===== src/rtl/dsm_pkg.sv =====
// Shared constants and state encoding for the digital signal measurement block.
package dsm_pkg;

  localparam int unsigned CNT_W_DEF = 16;

  typedef enum logic [2:0] {
    IDLE,
    ARM,
    WAIT_LOW,
    WAIT_RISE,
    HIGH,
    LOW,
    DONE
  } dsm_state_e;

endpackage


===== src/rtl/dsm_channel.sv =====
// One measurement channel: pin synchronizer, period FSM, saturating counter, result registers.
module dsm_channel
  import dsm_pkg::*;
#(
  parameter int unsigned CNT_W = CNT_W_DEF
) (
  input  logic             clk,
  input  logic             rst,
  input  logic             start,
  input  logic             pin,
  output logic [CNT_W-1:0] high_time,
  output logic [CNT_W-1:0] low_time,
  output logic             done
);

  localparam logic [CNT_W-1:0] CNT_MAX = '1;

  logic             sync_meta;
  logic             sync;
  logic             prev;
  logic             start_d;
  logic             rise;
  logic             fall;
  logic             start_edge;
  logic [CNT_W-1:0] cnt;
  logic [CNT_W-1:0] cnt_inc;
  dsm_state_e       state;

  assign rise       = sync & ~prev;
  assign fall       = ~sync & prev;
  assign start_edge = start & ~start_d;
  assign cnt_inc    = (cnt == CNT_MAX) ? cnt : cnt + CNT_W'(1);

  // Two-flop pin synchronizer, history flop for edge detection, start edge register.
  always_ff @(posedge clk) begin
    if (rst) begin
      sync_meta <= 1'b0;
      sync      <= 1'b0;
      prev      <= 1'b0;
      start_d   <= 1'b0;
    end else begin
      sync_meta <= pin;
      sync      <= sync_meta;
      prev      <= sync;
      start_d   <= start;
    end
  end

  // Period measurement FSM; a dropped start aborts any in-flight measurement.
  always_ff @(posedge clk) begin
    if (rst) begin
      state     <= IDLE;
      cnt       <= '0;
      high_time <= '0;
      low_time  <= '0;
      done      <= 1'b0;
    end else begin
      case (state)
        IDLE: begin
          if (start_edge) begin
            done  <= 1'b0;
            state <= ARM;
          end
        end
        ARM: begin
          if (!start)    state <= IDLE;
          else if (sync) state <= WAIT_LOW;
          else           state <= WAIT_RISE;
        end
        WAIT_LOW: begin
          if (!start)     state <= IDLE;
          else if (!sync) state <= WAIT_RISE;
        end
        WAIT_RISE: begin
          if (!start) begin
            state <= IDLE;
          end else if (rise) begin
            cnt   <= CNT_W'(1);
            state <= HIGH;
          end
        end
        HIGH: begin
          if (!start) begin
            state <= IDLE;
          end else if (fall) begin
            high_time <= cnt;
            cnt       <= CNT_W'(1);
            state     <= LOW;
          end else begin
            cnt <= cnt_inc;
          end
        end
        LOW: begin
          if (!start) begin
            state <= IDLE;
          end else if (rise) begin
            low_time <= cnt;
            done     <= 1'b1;
            state    <= DONE;
          end else begin
            cnt <= cnt_inc;
          end
        end
        DONE: begin
          if (start_edge) begin
            done  <= 1'b0;
            state <= ARM;
          end
        end
        default: state <= IDLE;
      endcase
    end
  end

endmodule


===== src/rtl/dsm_multi_channel.sv =====
// Array of independent period-measurement channels with packed result buses.
module dsm_multi_channel
  import dsm_pkg::*;
#(
  parameter int unsigned NUM_CHANNELS = 8,
  parameter int unsigned CNT_W        = CNT_W_DEF
) (
  input  logic                          clk,
  input  logic                          rst,
  input  logic [NUM_CHANNELS-1:0]       measure_start,
  input  logic [NUM_CHANNELS-1:0]       measure_pin,
  output logic [NUM_CHANNELS*CNT_W-1:0] high_time,
  output logic [NUM_CHANNELS*CNT_W-1:0] low_time,
  output logic [NUM_CHANNELS-1:0]       measure_done
);

  // One channel instance per pin; channel i drives slice i of each result bus.
  for (genvar i = 0; i < NUM_CHANNELS; i++) begin : g_ch
    dsm_channel #(
      .CNT_W(CNT_W)
    ) u_ch (
      .clk      (clk),
      .rst      (rst),
      .start    (measure_start[i]),
      .pin      (measure_pin[i]),
      .high_time(high_time[i*CNT_W +: CNT_W]),
      .low_time (low_time[i*CNT_W +: CNT_W]),
      .done     (measure_done[i])
    );
  end

endmodule


===== config.mk =====
export PLATFORM = sky130hd
export DESIGN_NAME = dsm_multi_channel
export DESIGN_NICKNAME = d
export VERILOG_FILES = /design/src/rtl/dsm_pkg.sv /design/src/rtl/dsm_channel.sv /design/src/rtl/dsm_multi_channel.sv
export SDC_FILE = /design/constraint.sdc
export NUM_CORES = 1
export LEC_CHECK = 0
export CAP_MARGIN = 20
export CORE_ASPECT_RATIO = 2
export CORE_MARGIN = 2
export CORE_UTILIZATION = 45
export DETAILED_ROUTE_END_ITERATION = 16
export PLACE_DENSITY_LB_ADDON = 0.2
export RECOVER_POWER = 50
export SYNTH_ARGS = -nofsm -noshare
export SYNTH_HDL_FRONTEND = slang
export SYNTH_SLANG_ARGS = --single-unit

===== constraint.sdc =====
create_clock -name clk -period 2.5 [get_ports clk]
set_clock_uncertainty 0.2 [all_clocks]
set_input_delay 0.375 -clock clk [delete_from_list [all_inputs] [get_ports clk]]
set_output_delay 0.375 -clock clk [all_outputs]
set_load 0.05 [all_outputs]

# Word level (Yosys, flattened, before mapping)
# Cells that the tools add are included.
# Widths: inputs -> output; s select.
[totals] out_inout_bits=264 input_bits=18 word_cells=536 register_bits=448
[classes] muxes=192 reduce_logical=72 bitwise_logic=48 n_addsub=8 eq_ne=144
[op_table] op="$mux 16" n=56
[op_table] op="$pmux 16 s3" n=8
[op_table] op="$mux 3" n=80
[op_table] op="$pmux 3 s6" n=8
[op_table] op="$add 16x1->16 const B" n=8
[op_table] op="$eq 16x16->1 const B" n=8
[op_table] op="$eq 3x3->1 const B" n=24
[op_table] op="$ne 3x2->1 const B" n=24
[op_table] op="$ne 2x2->1 const B" n=32
[op_table] op="$eq 3x2->1 const B" n=16
[op_table] op="$ne 2x1->1 const B" n=24
[op_table] op="$reduce_and 3->1" n=16
[op_table] op="$reduce_and 6->1" n=8
[op_table] op="$reduce_and 5->1" n=8
[op_table] op="$mux 1" n=32
[op_table] op="$reduce_and 4->1" n=8
[op_table] op="$and 1x1->1" n=24
[op_table] op="$eq 3x1->1 const B" n=8
[op_table] op="$logic_not 3->1" n=8
[op_table] op="$ne 3x3->1 const B" n=8
[op_table] op="$not 1->1" n=24
[op_table] op="$reduce_bool 3->1" n=8
[op_table] op="$pmux 1 s2" n=8
[op_table] op="$reduce_bool 2->1" n=8
[op_table] op="$reduce_or 2->1" n=8

# Longest topological paths before layout
[logic_depth] ltp_word=5 ltp_mapped=8 depth_no_buf=6

# Hierarchy
# From an unflattened synthesis, not the netlist that was laid out.
[unflattened] cells_unflattened=2270 hier_area_um2=19887.8
[modules_own_cells] mod="dsm_channel at g_ch[0].u_ch ..." cells_per_inst=277 area_each_um2=2483.6 n_inst=4 seq_area_each_um2=1121.1
[modules_own_cells] mod="dsm_channel at g_ch[4].u_ch ..." cells_per_inst=290 area_each_um2=2501.1 n_inst=2 seq_area_each_um2=1121.1
[modules_own_cells] mod="dsm_channel at g_ch[6].u_ch" cells_per_inst=299 area_each_um2=2532.4 n_inst=1 seq_area_each_um2=1121.1
[modules_own_cells] mod="dsm_channel at g_ch[7].u_ch" cells_per_inst=283 area_each_um2=2418.6 n_inst=1 seq_area_each_um2=1121.1

# Worst setup path after synthesis
# No wires, ideal clock.
[synth_timing] kind="flip-flop to flip-flop" start="reg g_ch[0].u_ch.cnt[0]" end="reg g_ch[0].u_ch.cnt[0]" required_ns=2.172 path_slack_ns=0.427 setup_ns=0.128 stages_incl_launch_ff=8 n_path_buf=1 period_less_slack_ns=2.073 t_arrival_ns=1.746 path_cell_list="dfxtp_1 > ha_1 > nand4_1 > nor4_4 > buf_2 > a31oi_1 > o22ai_1 > nor2_1"
[synth_via] elab_chain_cells=5
[synth_lines] item="start: declaration" line="dsm_channel.sv:25" source="logic [CNT_W-1:0] cnt;"
[synth_lines] item="start signal: assignment" line="dsm_channel.sv:90" source="cnt <= cnt_inc;"
[synth_lines] item="start signal: assignment" line="dsm_channel.sv:101" source="cnt <= cnt_inc;"
[synth_lines] item="$add 16x1->16 or $eq 16x16->1 (tied branches)" line="dsm_channel.sv:32" source="assign cnt_inc = (cnt == CNT_MAX) ? cnt : cnt + CNT_W'(1);"
[synth_lines] item="$mux 16 *" line="dsm_channel.sv:32"
[synth_lines] item="$mux 16, on equally long branches" line="dsm_channel.sv:96, dsm_channel.sv:85"
[synth_lines] item="$mux 16, on equally long branches" line="dsm_channel.sv:94, dsm_channel.sv:83"
[synth_lines] item="$pmux 16 s3 *" line="dsm_channel.sv:58" source="case (state)"
# Mark *: on every way between the ends. The rest lies on a longest branch, timed or not. The select of a mux whose other input is x is not followed.
# A chain may end at the register's enable or synchronous reset.

# Final worst setup path
[layout_timing] start="reg g_ch[7].u_ch.low_time[8]" end="out low_time[120]"
[layout_lines] item="start: declaration" line="dsm_channel.sv:12" source="output logic [CNT_W-1:0] low_time,"
[layout_lines] item="start signal: assignment" line="dsm_channel.sv:97" source="low_time <= cnt;"
[layout_lines] item="end: declaration" line="dsm_multi_channel.sv:13" source="output logic [NUM_CHANNELS*CNT_W-1:0] low_time,"
# No word-level cell between the ends.

==> run metrics <==
Die H=294 um; max cap viols=0; drt first pass iters=5; Filler cells=3,940; WL final=52.0 mm; synth top area cells=dfxtp_1 47%, nand2_1 12%, a21oi_1 8.7%, nor2_1 3.4%, xnor2_1 2.3%; share of layout cells above drive strength 1=6.61%; Core Rows=106; Syn-to-layout area delta=25.2%; DR WL/cell=16.2 um; post-route ant nets=0; Iter 0 DRT Violations=680; Max Fclk=0.423 GHz; setup_tns=0 ns; ant diodes=0; RSZ-0062 raised after global routing=false; largest net degree at the start of global routing=75; final setup fails=0; final critical-path required period=2.36 ns; CTS clock-pin slew for the worst setup and hold paths=0.07 ns; Seq cells post-synth=448; CTS buffer count=41; num ports=282; EDFF count, synth=0; hold buffer count at cts=1; Synth async-reset ratio=0%; Tightest Hold Check Type=primary input to flop; post-synth net total=2,408; Rel. slew slack=25.1%; number of port buffers=281; Synth top area share=47.2%; gate count of the mapped netlist=2,382; die area=43,900 um2; Crit Path Class=flop to output pin; CTS H-tree depth=2; RD Place Congestion=0.911; Worst IR Drop VDD=0.000565 V; Ys Warns=0; Worst-Margin Slew=1.12 ns; Critical Path End Type=output pin; Post-DP HPWL=37.9 mm; Top Family by Delay on Critical Path=buffers and inverters; DRC Markers=0; initial antenna violation count=0; Vias/cell=5.45; Worst Path Arrival=1.79 ns; Synth Flop Type=dfxtp_1; CTS root buf=clkbuf_16; via count=17,500; final net count=2,658; vias in the first global route=16,700; worst path buffer plus inverter count=1; global route overflow=0; postcts setup bufs=0; CTS resizes=0; CTS tree=built; crit-path max FO=2; initial core utilization=45.4%; syn avg cell area=7.97 um2; slowest stage delay, CP=0.84 ns; total clock sinks=448; Yosys top cell by area=dfxtp_1; outcome=finished clean; Placeable Area=41,800 um2; sequential-to-total area share from yosys stat=47.2%; Worst Setup Start Kind=flop; fin. max-slew vios=0; Leak=7.74 nW; Req. time, crit path=1.92 ns; CP max stage cell=clkdlybuf4s50_1; Syn Std Cell Area=19,000 um2; die extent in x=149 um; Power Density=591 nW/um2; Final Hold Vio Count=0; Final Core Density=56.9%; first-pass GRT wire length=83.2 mm; period utilization=94.5%; crit-path cells=clkdlybuf4s50_1; overall global routing resource usage=22.9%; worst skew pair latency=0.55 ns; count of different cell masters after synthesis=78; clk buf depth=3
per-layer routing:
layer / global-route usage, % / vias up / part of all wire [%]
met3: 3.16 / 128 / 4.6
met5: 0 / - / 0
met4: 10.9 / 0 / 4.9
li1: - / 8645 / -
met1: 24.0 / 8218 / 37
met2: 44.0 / 479 / 53
final timing paths:
| check | startpoint | to | slack, ns | cells after the start |
|---|---|---|---|---|
| max | g_ch[7].u_ch.low_time[8]$_SDFFE_PP0P_ | low_time[120] | 0.14 | 1 |
| min | measure_pin[4] | g_ch[4].u_ch.sync_meta$_SDFF_PP0_ | 0.18 | 2 |
| max reg2reg | g_ch[2].u_ch.state[0]$_SDFFE_PP0P_ | g_ch[2].u_ch.high_time[10]$_SDFFE_PP0P_ | 0.21 | 5 |
| min reg2reg | g_ch[1].u_ch.sync_meta$_SDFF_PP0_ | g_ch[1].u_ch.sync$_SDFF_PP0_ | 0.24 | 1 |
worst register-to-register path: cells and delay by family, from the launching register on:
| family | cells | cell delay (ns) |
|---|---|---|
| DFF | 1 | 0.39 |
| AOI/OAI and AO/OA | 1 | 0.14 |
| and+or+nand+nor | 3 | 0.90 |
| buffers and inverters | 1 | 0.59 |
placed cells by master (no fill, tap or decap), types with 26 or more instances in the layout:
cell	Yosys	final
nand2_1	589	589
dfxtp_1	448	448
a21oi_1	329	329
clkdlybuf4s50_1	0	279
nor2_1	172	173
buf_4	11	69
nand3_1	68	68
xnor2_1	49	49
nor2b_1	45	45
nor3_1	45	45
clkbuf_16	0	43
o21ai_0	40	40
xor2_1	36	36
nand4_1	33	33
nor4_1	25	26
report_power, final:
group	internal (W)	leakage [nW]	switching, W	total (W)
logic	0.000140	3.44	0.000243	0.000382
registers	0.00718	3.62	0.0000735	0.00725
clock network	0.00366	0.678	0.00275	0.00641
through the flow:
| step | hold slack (ns) | power [W] | worst slack [ns] | instances | instance area, um2 |
|---|---|---|---|---|---|
| after CTS | 0.153 | 0.0142 | 0.115 | 3203 | 23900 |
| after floorplan | 0.214 | 0.00768 | 0.427 | 2382 | 19000 |
| after global placement | 0.219 | 0.00779 | 0.0792 | 3128 | 22500 |
| final | 0.177 | 0.0140 | 0.139 | 3203 | 23800 |
| after global routing | 0.192 | 0.0145 | 0.0205 | 3203 | 23800 |
| after detailed placement | 0.225 | 0.00780 | 0.0324 | 3128 | 22500 |
layout make-up:
class                           instances  area, um2  area share, %
Multi-Input combinational cell       1743       9190           38.7
Sequential cell                       448       8970           37.7
Timing Repair Buffer                  374       3460           14.6
Clock buffer                           59       1240           5.20
Tap cell                              540        676           2.84
Clock inverter                         15        144          0.606
Inverter                               24       90.1          0.379
state kept, by name, summed over array words and instances, names as in the netlist:
name                 cells
g_ch.u_ch.cnt          128
g_ch.u_ch.done           8
g_ch.u_ch.high_time    128
g_ch.u_ch.low_time     128
g_ch.u_ch.prev           8
g_ch.u_ch.start_d        8
g_ch.u_ch.state         24
g_ch.u_ch.sync           8
g_ch.u_ch.sync_meta      8
cell usage after synthesis (13+ instances only):
| master | instances |
|---|---|
| nand4_1 | 33 |
| nand2_1 | 589 |
| a211oi_1 | 17 |
| clkbuf_1 | 111 |
| and3_1 | 22 |
| nor2_1 | 172 |
| nor2b_1 | 45 |
| xnor2_1 | 49 |
| nand3_1 | 68 |
| o21ai_0 | 40 |
| xor2_1 | 36 |
| nor3b_1 | 15 |
| nor3_1 | 45 |
| a21oi_1 | 329 |
| o2111ai_1 | 13 |
| nand3b_1 | 25 |
| buf_2 | 34 |
| nor4_1 | 25 |
| o211ai_1 | 25 |
| or3_1 | 16 |
| inv_1 | 23 |
| dfxtp_1 | 448 |
logic make-up after synthesis:
group,after synthesis,share of synthesized area [%]
xor gates and xnor gates,85,3.92
adders and majority gates,8,0.527
DFF,448,47.2
buffers and inverters,191,4.32
and+or+nand+nor,1139,28.1
muxes,17,0.982
AOI/OAI and AO/OA,494,14.9
Power figures use the tool's default switching activity.
